$ cat src/rtl/alu_sequencer.sv
// alu_sequencer: round-robin sharing of one external combinational ALU between two
// requesters, with registered operands, per-opcode wait and a valid/ready response.
// Optional macro ALU_SEQ_PERF_EN adds perf_ops / perf_stall counters.
module alu_sequencer #(
    parameter int             WIDTH   = 32,
    parameter int             FN_W    = 6,
    parameter logic [FN_W-1:0] MUL_FN = 6'b000010,
    parameter int             MUL_LAT = 4
) (
    input  logic             clk,
    input  logic             rst_n,
    input  logic             req0_valid,
    output logic             req0_ready,
    input  logic [WIDTH-1:0] req0_a,
    input  logic [WIDTH-1:0] req0_b,
    input  logic [FN_W-1:0]  req0_fn,
    input  logic             req1_valid,
    output logic             req1_ready,
    input  logic [WIDTH-1:0] req1_a,
    input  logic [WIDTH-1:0] req1_b,
    input  logic [FN_W-1:0]  req1_fn,
    output logic [WIDTH-1:0] alu_a,
    output logic [WIDTH-1:0] alu_b,
    output logic [FN_W-1:0]  alufn,
    input  logic [WIDTH-1:0] alu_otp,
    input  logic             alu_overflow,
    input  logic             alu_zero,
`ifdef ALU_SEQ_PERF_EN
    output logic [31:0]      perf_ops,
    output logic [31:0]      perf_stall,
`endif
    output logic             rsp_valid,
    input  logic             rsp_ready,
    output logic             rsp_id,
    output logic [WIDTH-1:0] rsp_data,
    output logic             rsp_overflow,
    output logic             rsp_zero
);
    typedef enum logic [1:0] {IDLE, EXEC, DONE} state_t;

    state_t          state;
    logic [3:0]      cnt;
    logic            last_grant;
    logic            gnt0, gnt1;
    logic [FN_W-1:0] sel_fn;

    // Round-robin: with both valid, the requester not granted last time wins.
    always_comb begin
        gnt0       = req0_valid && (!req1_valid || last_grant);
        gnt1       = req1_valid && (!req0_valid || !last_grant);
        req0_ready = rst_n && state == IDLE && gnt0;
        req1_ready = rst_n && state == IDLE && gnt1;
        sel_fn     = gnt1 ? req1_fn : req0_fn;
    end

    // Sequencer: accept in IDLE, count down in EXEC, hold the response in DONE.
    always_ff @(posedge clk or negedge rst_n) begin
        if (!rst_n) begin
            state        <= IDLE;
            cnt          <= '0;
            last_grant   <= 1'b1;
            alu_a        <= '0;
            alu_b        <= '0;
            alufn        <= '0;
            rsp_valid    <= 1'b0;
            rsp_id       <= 1'b0;
            rsp_data     <= '0;
            rsp_overflow <= 1'b0;
            rsp_zero     <= 1'b0;
        end else begin
            case (state)
                IDLE: if (gnt0 || gnt1) begin
                    alu_a      <= gnt1 ? req1_a : req0_a;
                    alu_b      <= gnt1 ? req1_b : req0_b;
                    alufn      <= sel_fn;
                    rsp_id     <= gnt1;
                    last_grant <= gnt1;
                    cnt        <= (sel_fn == MUL_FN) ? 4'(MUL_LAT - 1) : 4'd0;
                    state      <= EXEC;
                end
                EXEC: if (cnt != 4'd0) begin
                    cnt <= cnt - 4'd1;
                end else begin
                    rsp_data     <= alu_otp;
                    rsp_overflow <= alu_overflow;
                    rsp_zero     <= alu_zero;
                    rsp_valid    <= 1'b1;
                    state        <= DONE;
                end
                DONE: if (rsp_ready) begin
                    rsp_valid <= 1'b0;
                    state     <= IDLE;
                end
                default: state <= IDLE;
            endcase
        end
    end

`ifdef ALU_SEQ_PERF_EN
    // Handoff and backpressure counters, free-running modulo 2^32.
    always_ff @(posedge clk or negedge rst_n) begin
        if (!rst_n) begin
            perf_ops   <= '0;
            perf_stall <= '0;
        end else begin
            if (rsp_valid && rsp_ready) perf_ops <= perf_ops + 32'd1;
            if (state == DONE && !rsp_ready) perf_stall <= perf_stall + 32'd1;
        end
    end
`endif
endmodule

$ cat config.mk
export PLATFORM = sky130hd
export DESIGN_NAME = alu_sequencer
export DESIGN_NICKNAME = d
export VERILOG_FILES = /design/src/rtl/alu_sequencer.sv
export SDC_FILE = /design/constraint.sdc
export NUM_CORES = 1
export LEC_CHECK = 0
export BUFFER_PORTS_ARGS = -buffer_cell sky130_fd_sc_hd__buf_4
export CAP_MARGIN = 5
export CORE_ASPECT_RATIO = 0.9
export CORE_MARGIN = 3
export CORE_UTILIZATION = 45
export DETAILED_ROUTE_END_ITERATION = 8
export PLACE_DENSITY_LB_ADDON = 0.3
export SLEW_MARGIN = 25
export SYNTH_ARGS = -nofsm -noshare
export SYNTH_HDL_FRONTEND = slang
export SYNTH_SLANG_ARGS = --single-unit
$ cat constraint.sdc
create_clock -name clk -period 2.6 [get_ports clk]
set_clock_uncertainty 0.15 [all_clocks]
set_input_delay 0.26 -clock clk [delete_from_list [all_inputs] [get_ports clk]]
set_output_delay 0.26 -clock clk [all_outputs]
set_load 0.02 [all_outputs]
==> metrics <==
status=finished clean; I/O pin count=287; Nets=985; PortBufs=286; met1 wire length=6520 um; largest net degree at the start of global routing=82; Hold EP=alu_b[14]; P_sw=4.06 mW; share of cells above drive strength 1=44.0%; Comb power frac=47.9%; syn_area_per_cell=11.9 um^2; total internal power=6.38 mW; slowest cell delay on critical path=610 ps; first-pass GRT wire length=27400 um; cell area after synthesis=5140 um^2; root buf cell=clkbuf_16; Seq pwr share=31.0%; most frequent cell after synthesis=dfrtp_1; Met2 Routed Length=9310 um; drt via density=4.96; HP Start=req0_b[14]; Hold WS=2.22 ps; gpl congestion=0.789; setup slack at placement=482 ps; Gate Count Post-Synth=432; final core occ=80.2%; worst path cell trace=dlygate4sd3_1, buf_4, a21boi_4, buf_12, mux2i_1, dlygate4sd3_1, o21ai_0; synth warn=0; Tcrit/Tclk final=93.7%; crit-path max FO=51; Clock Path Buffers=2; CTS tree=built; # setup viols final=0; Post-Synth Adder-Cell Area=0.486%; dpl hpwl=11200 um; number of flops mapped to enable cells by yosys=0; Global Route Usage Sum=27.9%; final WL=17800 um; clock share of power=21.1%; GR Overflow Total=0; reg2reg setup slack=330 ps; H-tree levels=4; Hold Path Class=input port to flip-flop; most frequent cells after synthesis=dfrtp_1 (112), nand2_1 (76), mux2i_1 (71); Routed Antenna Nets=0; initial antenna violation count=0; Highest Signal Layer=met4; Worst Tran Pin Value=643 ps; Sw Share=38.9%; cts repair resizes=0; num rows=36; Critical Path End Type=flip-flop; slew margin rel.=57.1%; Post-Synth XOR/XNOR Area=0.170%; core footprint=11000 um^2; antenna cells=0; Crit path top cell by count=dlygate4sd3_1; share of the synthesized area in the top cell type=54.5%; minimum clock period=2440 ps; Die Height=107 um; Hold Vio Cnt, Final=0; slowest library cell on the worst path=dlygate4sd3_1; area grow syn2layout=71.4%; power per cell area=1180 nW/um^2; CP delay by family, top=buffers and inverters; Compound-Gate Fraction of Synth Area=8.56%; Initial Util=46.8%; flops & latches, synth=113; worst r2r src=last_grant; Clk pin slew, worst setup/hold paths=50 ps; worst hold stages=3; largest family of logic cells by synthesized area=multiplexers; Die W=119 um; RR Endpoint=alu_b[13]; number of CTS-inserted buffers=17; latest clock arrival within the worst-skew pair=410 ps; Max Slew Vio Count=0; setup TNS=0 ps; vias in the first global route=5231; maxcap violations=0; main flop type after synthesis=dfrtp_1; postcts setup bufs=0; CTS sink count=113; synthesized net count=613; critical path class=input port to flip-flop; DRC Markers=0; fmax=410 MHz; area leader, netlist=dfrtp_1; largest cells by area after synthesis=dfrtp_1 (54%), mux2i_1 (14%), mux2_4 (8.5%); Synth Area in Simple Gates=8.68%; first drt pass iteration count=4; post-synth cell types=37; Post-synth ARST share=100%; crit path DAT=2540 ps; RSZ-0062 raised after global routing=no; Critical Path Start Type=input port; met3 wire len=1420 um; DIE AREA=12800 um^2; buffers plus inverters on the worst setup path=4; sequential area share after synthesis=55.0%; worst setup margin=164 ps; vias=4799; Pleak=4.46 nW; R2R depth=5; WL per Instance=18.4 um; multiplexer share of the synthesized area=23.4%; Worst EP required=2700 ps; initial drt markers=296; Max VDD drop=0.000612 V
## through the flow
stage / cell area (um^2) / instances / power (mW)
5_1_grt: 8820 / 967 / 11.0
6_report: 8820 / 967 / 10.4
3_3_place_gp: 7380 / 849 / 7.74
3_5_place_dp: 7380 / 849 / 7.93
4_1_cts: 8810 / 966 / 10.3
2_1_floorplan: 5140 / 432 / 5.97
## power groups by stage
| stage | sequential [mW] | combinational (mW) | clock (mW) |
|---|---|---|---|
| floorplan | 4.13 | 1.85 | 0 |
| global placement | 3.15 | 4.59 | 0 |
| detailed placement | 3.19 | 4.74 | 0 |
| CTS | 3.18 | 4.92 | 2.21 |
| global route | 3.32 | 5.35 | 2.31 |
| finish | 3.24 | 5.00 | 2.20 |
## worst max-delay path by stage
stage / start / slack (ps) / to / depth (start not counted)
after global placement: cnt[0] / 550 / rsp_data[3] / 6
after detailed placement: cnt[1] / 480 / rsp_data[27] / 6
after CTS: req0_valid / 300 / alu_b[9] / 7
after global routing: req0_valid / 70 / alu_b[13] / 7
after floorplan: cnt[0] / 630 / rsp_data[10] / 7
final: req0_valid / 160 / alu_b[13] / 7
## registers in the layout, summed over array words and instances, names as in the netlist
name	count
alu_b	32
state	2
rsp_id	1
rsp_overflow	1
alu_a	32
rsp_data	32
last_grant	1
cnt	4
rsp_zero	1
alufn	6
rsp_valid	1
## layout by cell type (no fill, tap or decap), types with 2 or more instances in the layout
master | Yosys | layout
buf_4 | 6 | 289
dfrtp_1 | 112 | 112
dlygate4sd3_1 | 0 | 88
nand2_1 | 76 | 76
mux2i_1 | 71 | 71
o21ai_0 | 70 | 70
mux2_4 | 29 | 29
clkbuf_16 | 0 | 17
nor2_1 | 9 | 9
mux2_2 | 5 | 5
clkinv_2 | 0 | 5
clkbuf_8 | 0 | 5
inv_1 | 3 | 3
nand3_1 | 3 | 3
nand2b_1 | 2 | 2
nor4b_1 | 2 | 2
a21oi_1 | 2 | 2
ha_1 | 2 | 2
clkbuf_1 | 7 | 2
buf_12 | 3 | 2
## worst reg2reg max path: stages (launching register included)
cell and delay [ps]:
dfstp_2 390, a21boi_4 230, buf_12 330, mux2i_1 290
dlygate4sd3_1 610, o21ai_0 120
## cells by family after synthesis
logic type | after synthesis
adder cells (fa/ha/maj) | 2
AO/OA/AOI/OAI | 82
flip-flops | 113
buffers and inverters | 29
AND/OR/NAND/NOR | 100
XOR/XNOR | 1
multiplexers | 105
## per-layer routing
metal | GRT usage [%] | vias to the layer above
li1 | - | 2240
met4 | 10.6 | 0
met3 | 10.5 | 37
met5 | 0 | -
met1 | 29.8 | 2309
met2 | 50.3 | 213
## layout make-up
type	count	area (um^2)
inverters	3	11.3
multi-input cells	290	2140
clock buffers	24	502
flip-flops and latches	113	2830
fillers	653	2170
repair buffers	379	3090
clock inverters	6	55.1
well taps	152	190
## timing repair
item / 4_1_cts / 5_1_grt
hold buffers: 87 / 1
endpoints found under the hold margin: 95 / 1
endpoints found under the setup margin: 0 / 0
Note: power is estimated with default switching activity, not from simulation.
